### config.mk
export PLATFORM = sky130hd
export DESIGN_NAME = per_gpio_in_filter
export DESIGN_NICKNAME = d
export VERILOG_FILES = /design/src/rtl/per_gpio_in_filter.sv
export SDC_FILE = /design/constraint.sdc
export NUM_CORES = 1
export LEC_CHECK = 0
export BUFFER_PORTS_ARGS = -buffer_cell sky130_fd_sc_hd__buf_2
export CAP_MARGIN = 40
export CORE_MARGIN = 1.5
export CORE_UTILIZATION = 35
export CTS_BUF_LIST = sky130_fd_sc_hd__clkbuf_16
export DETAILED_ROUTE_END_ITERATION = 12
export GPL_TIMING_DRIVEN = 0
export MAX_ROUTING_LAYER = met4
export PLACE_DENSITY = 0.52
export SYNTH_ARGS = -nofsm -noshare
export SYNTH_HDL_FRONTEND = slang
export SYNTH_SLANG_ARGS = --single-unit
### constraint.sdc
create_clock -name clk_i -period 3.9 [get_ports clk_i]
set_input_delay 0.39 -clock clk_i [delete_from_list [all_inputs] [get_ports clk_i]]
set_output_delay 0.39 -clock clk_i [all_outputs]
set_load 0.02 [all_outputs]
### src/rtl/per_gpio_in_filter.sv
`default_nettype none
// ----------------------------------------------------------------------------
// per_gpio_in_filter : pin synchroniser/debouncer with W1C edge flags and IRQ.
// Debounce logic is built only when PER_GPIO_IN_DEBOUNCE_EN is defined.
// Revision: 1.0
// ----------------------------------------------------------------------------
module per_gpio_in_filter #(
  parameter int WIDTH        = 32,
  parameter int SYNC_STAGES  = 2,
  parameter int DEBOUNCE_DIV = 1000,
  parameter int DEBOUNCE_CNT = 4
) (
  input  logic             clk_i,
  input  logic             reset_n_i,
  input  logic [15:0]      addr_i,
  input  logic [31:0]      wdata_i,
  output logic [31:0]      rdata_o,
  input  logic [1:0]       size_i,
  input  logic             rd_i,
  input  logic             wr_i,
  input  logic [WIDTH-1:0] pins_i,
  output logic [WIDTH-1:0] gpio_in_o,
  output logic             irq_o
);

  localparam logic [15:0] ADDR_STATE  = 16'h0000;
  localparam logic [15:0] ADDR_RISE   = 16'h0004;
  localparam logic [15:0] ADDR_FALL   = 16'h0008;
  localparam logic [15:0] ADDR_MASK_R = 16'h000c;
  localparam logic [15:0] ADDR_MASK_F = 16'h0010;

  logic [WIDTH-1:0] sync_q [SYNC_STAGES];
  logic [WIDTH-1:0] sync_d [SYNC_STAGES];
  logic [WIDTH-1:0] s;
  logic [WIDTH-1:0] gpio_in_q, gpio_in_d;
  logic [WIDTH-1:0] rise_q, rise_d;
  logic [WIDTH-1:0] fall_q, fall_d;
  logic [WIDTH-1:0] mask_r_q, mask_r_d;
  logic [WIDTH-1:0] mask_f_q, mask_f_d;
  logic [31:0]      rdata_q, rdata_d;
  logic             unused_bits;

  always_comb begin
    sync_d[0] = pins_i;
    for (int k = 1; k < SYNC_STAGES; k++) begin
      sync_d[k] = sync_q[k-1];
    end
  end

  assign s = sync_q[SYNC_STAGES-1];

  always_ff @(posedge clk_i or negedge reset_n_i) begin
    if (!reset_n_i) begin
      for (int k = 0; k < SYNC_STAGES; k++) begin
        sync_q[k] <= '0;
      end
    end else begin
      for (int k = 0; k < SYNC_STAGES; k++) begin
        sync_q[k] <= sync_d[k];
      end
    end
  end

`ifdef PER_GPIO_IN_DEBOUNCE_EN
  localparam int PW = (DEBOUNCE_DIV > 1) ? $clog2(DEBOUNCE_DIV) : 1;
  localparam int CW = $clog2(DEBOUNCE_CNT + 1);
  localparam logic [PW-1:0] PRESC_LAST = PW'(DEBOUNCE_DIV - 1);
  localparam logic [CW-1:0] CNT_LAST   = CW'(DEBOUNCE_CNT - 1);

  logic [PW-1:0] presc_q, presc_d;
  logic          tick;
  logic [CW-1:0] cnt_q [WIDTH];
  logic [CW-1:0] cnt_d [WIDTH];

  // A pin that matches its filtered level restarts qualification; a
  // mismatching pin accumulates ticks and flips on the last one.
  always_comb begin
    tick      = (presc_q == PRESC_LAST);
    presc_d   = tick ? '0 : presc_q + PW'(1);
    gpio_in_d = gpio_in_q;
    for (int i = 0; i < WIDTH; i++) begin
      cnt_d[i] = cnt_q[i];
      if (s[i] == gpio_in_q[i]) begin
        cnt_d[i] = '0;
      end else if (tick) begin
        if (cnt_q[i] == CNT_LAST) begin
          gpio_in_d[i] = s[i];
          cnt_d[i]     = '0;
        end else begin
          cnt_d[i] = cnt_q[i] + CW'(1);
        end
      end
    end
  end

  always_ff @(posedge clk_i or negedge reset_n_i) begin
    if (!reset_n_i) begin
      presc_q <= '0;
      for (int i = 0; i < WIDTH; i++) begin
        cnt_q[i] <= '0;
      end
    end else begin
      presc_q <= presc_d;
      for (int i = 0; i < WIDTH; i++) begin
        cnt_q[i] <= cnt_d[i];
      end
    end
  end

  assign unused_bits = ^{size_i, wdata_i};
`else
  always_comb begin
    gpio_in_d = s;
  end

  assign unused_bits = ^{size_i, wdata_i, 1'(DEBOUNCE_DIV), 1'(DEBOUNCE_CNT)};
`endif

  // Set is OR-ed in after the W1C clear so a coincident event survives.
  always_comb begin
    rise_d   = rise_q;
    fall_d   = fall_q;
    mask_r_d = mask_r_q;
    mask_f_d = mask_f_q;
    rdata_d  = rdata_q;
    if (wr_i) begin
      case (addr_i)
        ADDR_RISE:   rise_d   = rise_q & ~wdata_i[WIDTH-1:0];
        ADDR_FALL:   fall_d   = fall_q & ~wdata_i[WIDTH-1:0];
        ADDR_MASK_R: mask_r_d = wdata_i[WIDTH-1:0];
        ADDR_MASK_F: mask_f_d = wdata_i[WIDTH-1:0];
        default: ;
      endcase
    end
    rise_d = rise_d | (gpio_in_d & ~gpio_in_q);
    fall_d = fall_d | (~gpio_in_d & gpio_in_q);
    if (rd_i) begin
      case (addr_i)
        ADDR_STATE:  rdata_d = 32'(gpio_in_q);
        ADDR_RISE:   rdata_d = 32'(rise_q);
        ADDR_FALL:   rdata_d = 32'(fall_q);
        ADDR_MASK_R: rdata_d = 32'(mask_r_q);
        ADDR_MASK_F: rdata_d = 32'(mask_f_q);
        default:     rdata_d = '0;
      endcase
    end
  end

  always_ff @(posedge clk_i or negedge reset_n_i) begin
    if (!reset_n_i) begin
      gpio_in_q <= '0;
      rise_q    <= '0;
      fall_q    <= '0;
      mask_r_q  <= '0;
      mask_f_q  <= '0;
      rdata_q   <= '0;
    end else begin
      gpio_in_q <= gpio_in_d;
      rise_q    <= rise_d;
      fall_q    <= fall_d;
      mask_r_q  <= mask_r_d;
      mask_f_q  <= mask_f_d;
      rdata_q   <= rdata_d;
    end
  end

  assign gpio_in_o = gpio_in_q;
  assign rdata_o   = rdata_q;
  assign irq_o     = |((rise_q & mask_r_q) | (fall_q & mask_f_q));

endmodule
`default_nettype wire

==> results.py <==
metrics = {
    "synth": {
        "yosys_warnings": 0,
        "ys_seq_area_share_pct": 61.4,
        "ys_async_sr_fraction_pct": 100,
        "syn-num-nets": 924,
        "syn_area_sq_um": 10400,
        "synth_ff_type": "dfrtp_1",
        "ys_ff_latch": 256,
        "ys_types": 32,
        "synth_edf_count": 0,
        "avgSynthCellArea_sq_um": 12.4,
        "synthCells": 838,
    },
    "floorplanning": {
        "start_util_pct": 35.4,
        "fp.dieH_um": 176,
        "die-width_um": 176,
        "die-area_sq_um": 30800,
        "io_pins": 151,
        "coreArea_sq_um": 29500,
        "rows": 63,
    },
    "cells_and_area": {
        "most-common-layout-cells": "dfrtp_1, buf_2, o21ai_0",
        "multi_input_area_sq_um": 3510,
        "final_net_count": 1139,
        "drive_gt1_share_pct": 29.3,
        "final-seq-area_sq_um": 6410,
        "final_common_cell": "dfrtp_1",
        "instances_no_fill": 1471,
        "fillCellCount": 2809,
        "syn_to_final_growth_pct": 25.8,
    },
    "setup_path": {
        "path_max_fanout": 3,
        "critPathSlowestCell": "or4_1",
        "worstSetupEndpointType": "output port",
        "crit_family": "simple AND/OR/NAND/NOR gates",
        "worst-path-buf-inv": 1,
        "crit_path_max_incr_delay_ns": 0.62,
        "critPathLaunchType": "flop",
        "critPathRequiredTime_ns": 3.51,
        "crit_chain": "a22o_1 > a221oi_1 > nand4_1 > or4_1 > buf_2",
        "cp.arrival_ns": 2.65,
        "path_class": "flop to output port",
    },
    "clock_network": {
        "tritoncts": "done",
        "cts-root-buf": "clkbuf_16",
        "post_cts_resized": 0,
        "numCtsBuffers": 30,
        "cts_max_path_buffers": 3,
        "clk_latency_ns": 0.55,
        "path_clk_slew_ns": 0.06,
        "h-tree-depth": 1,
        "clock_sinks": 256,
    },
    "sta": {
        "skew_ns": 0.0115,
        "hold_viol_final": 0,
        "min_period_ns": 3.04,
        "finalSetupViolCount": 0,
        "fmax_ghz": 0.329,
        "drv_slew": 0,
        "rsz0062_at_grt": "no",
        "finalCritPeriodShare_pct": 77.9,
        "timing.slew.headroom_pct": 46.3,
        "worst_pin_slew_ns": 0.805,
    },
    "placed_design": {
        "io_buffers": 145,
        "hpwl_mm": 21.3,
        "dp.cells": 1378,
        "routabilityCongestion": 0.818,
    },
    "route": {
        "drt_pre_antenna_iters": 5,
        "route.detailed.drc": 0,
        "via_count": 7502,
        "wl_per_cell_um": 21.2,
        "drt-total-wl_mm": 31.2,
        "drt-initial-drc-count": 628,
        "drt-vias-per-instance": 5.10,
        "drtAntennaViolNets": 0,
    },
    "pwr": {
        "ir_drop_v": 0.000354,
        "power_mw": 6.04,
        "p_leak_nw": 6.04,
        "powerDensity_nw_per_um2": 460,
    },
    "run": {
        "drv_cap": 0,
    },
    "global_routing": {
        "grt_overflow": 0,
        "grt_max_degree": 104,
        "grtUsageMet3_pct": 2.97,
        "track_usage_pct": 20.9,
        "use_met1_pct": 30.1,
        "grt_pass1_wl_mm": 46.9,
        "grt_pass1_vias": 7568,
        "antenna_found_initial": 4,
        "met2_usage_pct": 30.4,
        "grt.busiest_layer": "met2",
    },
    "hold_path": {
        "hp-class": "primary input to flop",
    },
    "outcome": {
        "outcome": "completed",
    },
}
synthesized netlist by cell type, types with 3 or more instances:
cell / number / area [sq um]
dfrtp_1: 256 / 6410
o21ai_0: 128 / 641
nand2_1: 98 / 368
inv_1: 64 / 240
mux2_2: 64 / 721
a22oi_1: 32 / 240
mux2i_1: 32 / 320
mux2_4: 30 / 450
o221ai_1: 30 / 263
clkbuf_1: 23 / 86.3
a221oi_1: 16 / 140
a22o_1: 16 / 140
buf_2: 8 / 40.0
buf_4: 7 / 52.6
nand4_1: 7 / 43.8
buf_1: 5 / 18.8
buf_12: 3 / 60.1
final cells by class:
| cell class | instances | share of cell area (%) |
|---|---|---|
| Antenna cell | 4 | 0.0763 |
| Buffer | 47 | 2.05 |
| Clock buffer | 31 | 5.91 |
| Clock inverter | 25 | 2.03 |
| Inverter | 65 | 1.86 |
| Multi-Input combinational cell | 470 | 26.7 |
| Sequential cell | 256 | 48.8 |
| Tap cell | 390 | 3.72 |
| Timing Repair Buffer | 183 | 8.80 |
where the power goes:
group | switching (mW) | internal, mW | total (mW)
Sequential | 0.0400 | 2.71 | 2.75
Clock | 1.12 | 1.83 | 2.94
Combinational | 0.214 | 0.133 | 0.348
state kept, by name, summed over array words and instances, names as in the netlist:
register / count
gpio_in_o: 32
fall_q: 32
sync_d: 32
rise_q: 32
rdata_o: 32
gpio_in_d: 32
mask_r_q: 32
mask_f_q: 32
per-layer routing:
layer / vias to the layer above / wire (um)
met2: 215 / 14000
met1: 3800 / 15000
met5: - / 0
met3: 49 / 1560
li1: 3438 / -
met4: 0 / 648
kinds of logic (layout without fill, tap and decap cells):
family	count (synthesis)	count (layout)	share of synthesized area [%]
buf+inv	112	351	4.92
other cells	0	4	0
compound gates	224	224	13.9
mux	128	128	14.5
simple gates	118	118	5.18
flops	256	256	61.4
timing repair:
item                                    in CTS  in global routing
endpoints found under the setup margin       0                  0
hold buffers                                33                  0
setup buffers                                0                  0
endpoints found under the hold margin       92                  0
metrics by stage:
| stage | instance area, sq um | utilization (%) | hold WS (ns) | setup TNS [ns] | setup WS (ns) |
|---|---|---|---|---|---|
| final | 13100 | 44.5 | 0.114 | 0 | 0.861 |
| after global routing | 13100 | 44.5 | 0.108 | 0 | 0.801 |
| after CTS | 13100 | 44.5 | 0.0958 | 0 | 0.817 |
| after detailed placement | 11700 | 39.8 | 0.335 | 0 | 1.41 |
| after global placement | 11600 | 39.5 | 0.332 | -618.87 | -2.44 |
| after floorplan | 10400 | - | 0.0944 | 0 | 1.99 |
path summary, 6_finish.rpt:
kind	startpoint	endpoint	slack (ns)	cells past startpoint
setup reg to reg	mask_r_q[4]	rdata_o[4]	2.70	3
max in group asynchronous	reset_n_i	mask_f_q[18]	2.22	4
hold / removal	wdata_i[1]	mask_f_q[1]	0.11	2
min in group asynchronous	reset_n_i	sync_d[5]	0.36	2
setup / recovery	rise_q[16]	irq_o	0.86	5
hold reg to reg	sync_d[27]	gpio_in_d[27]	0.34	0
Power figures use the tool's default switching activity.
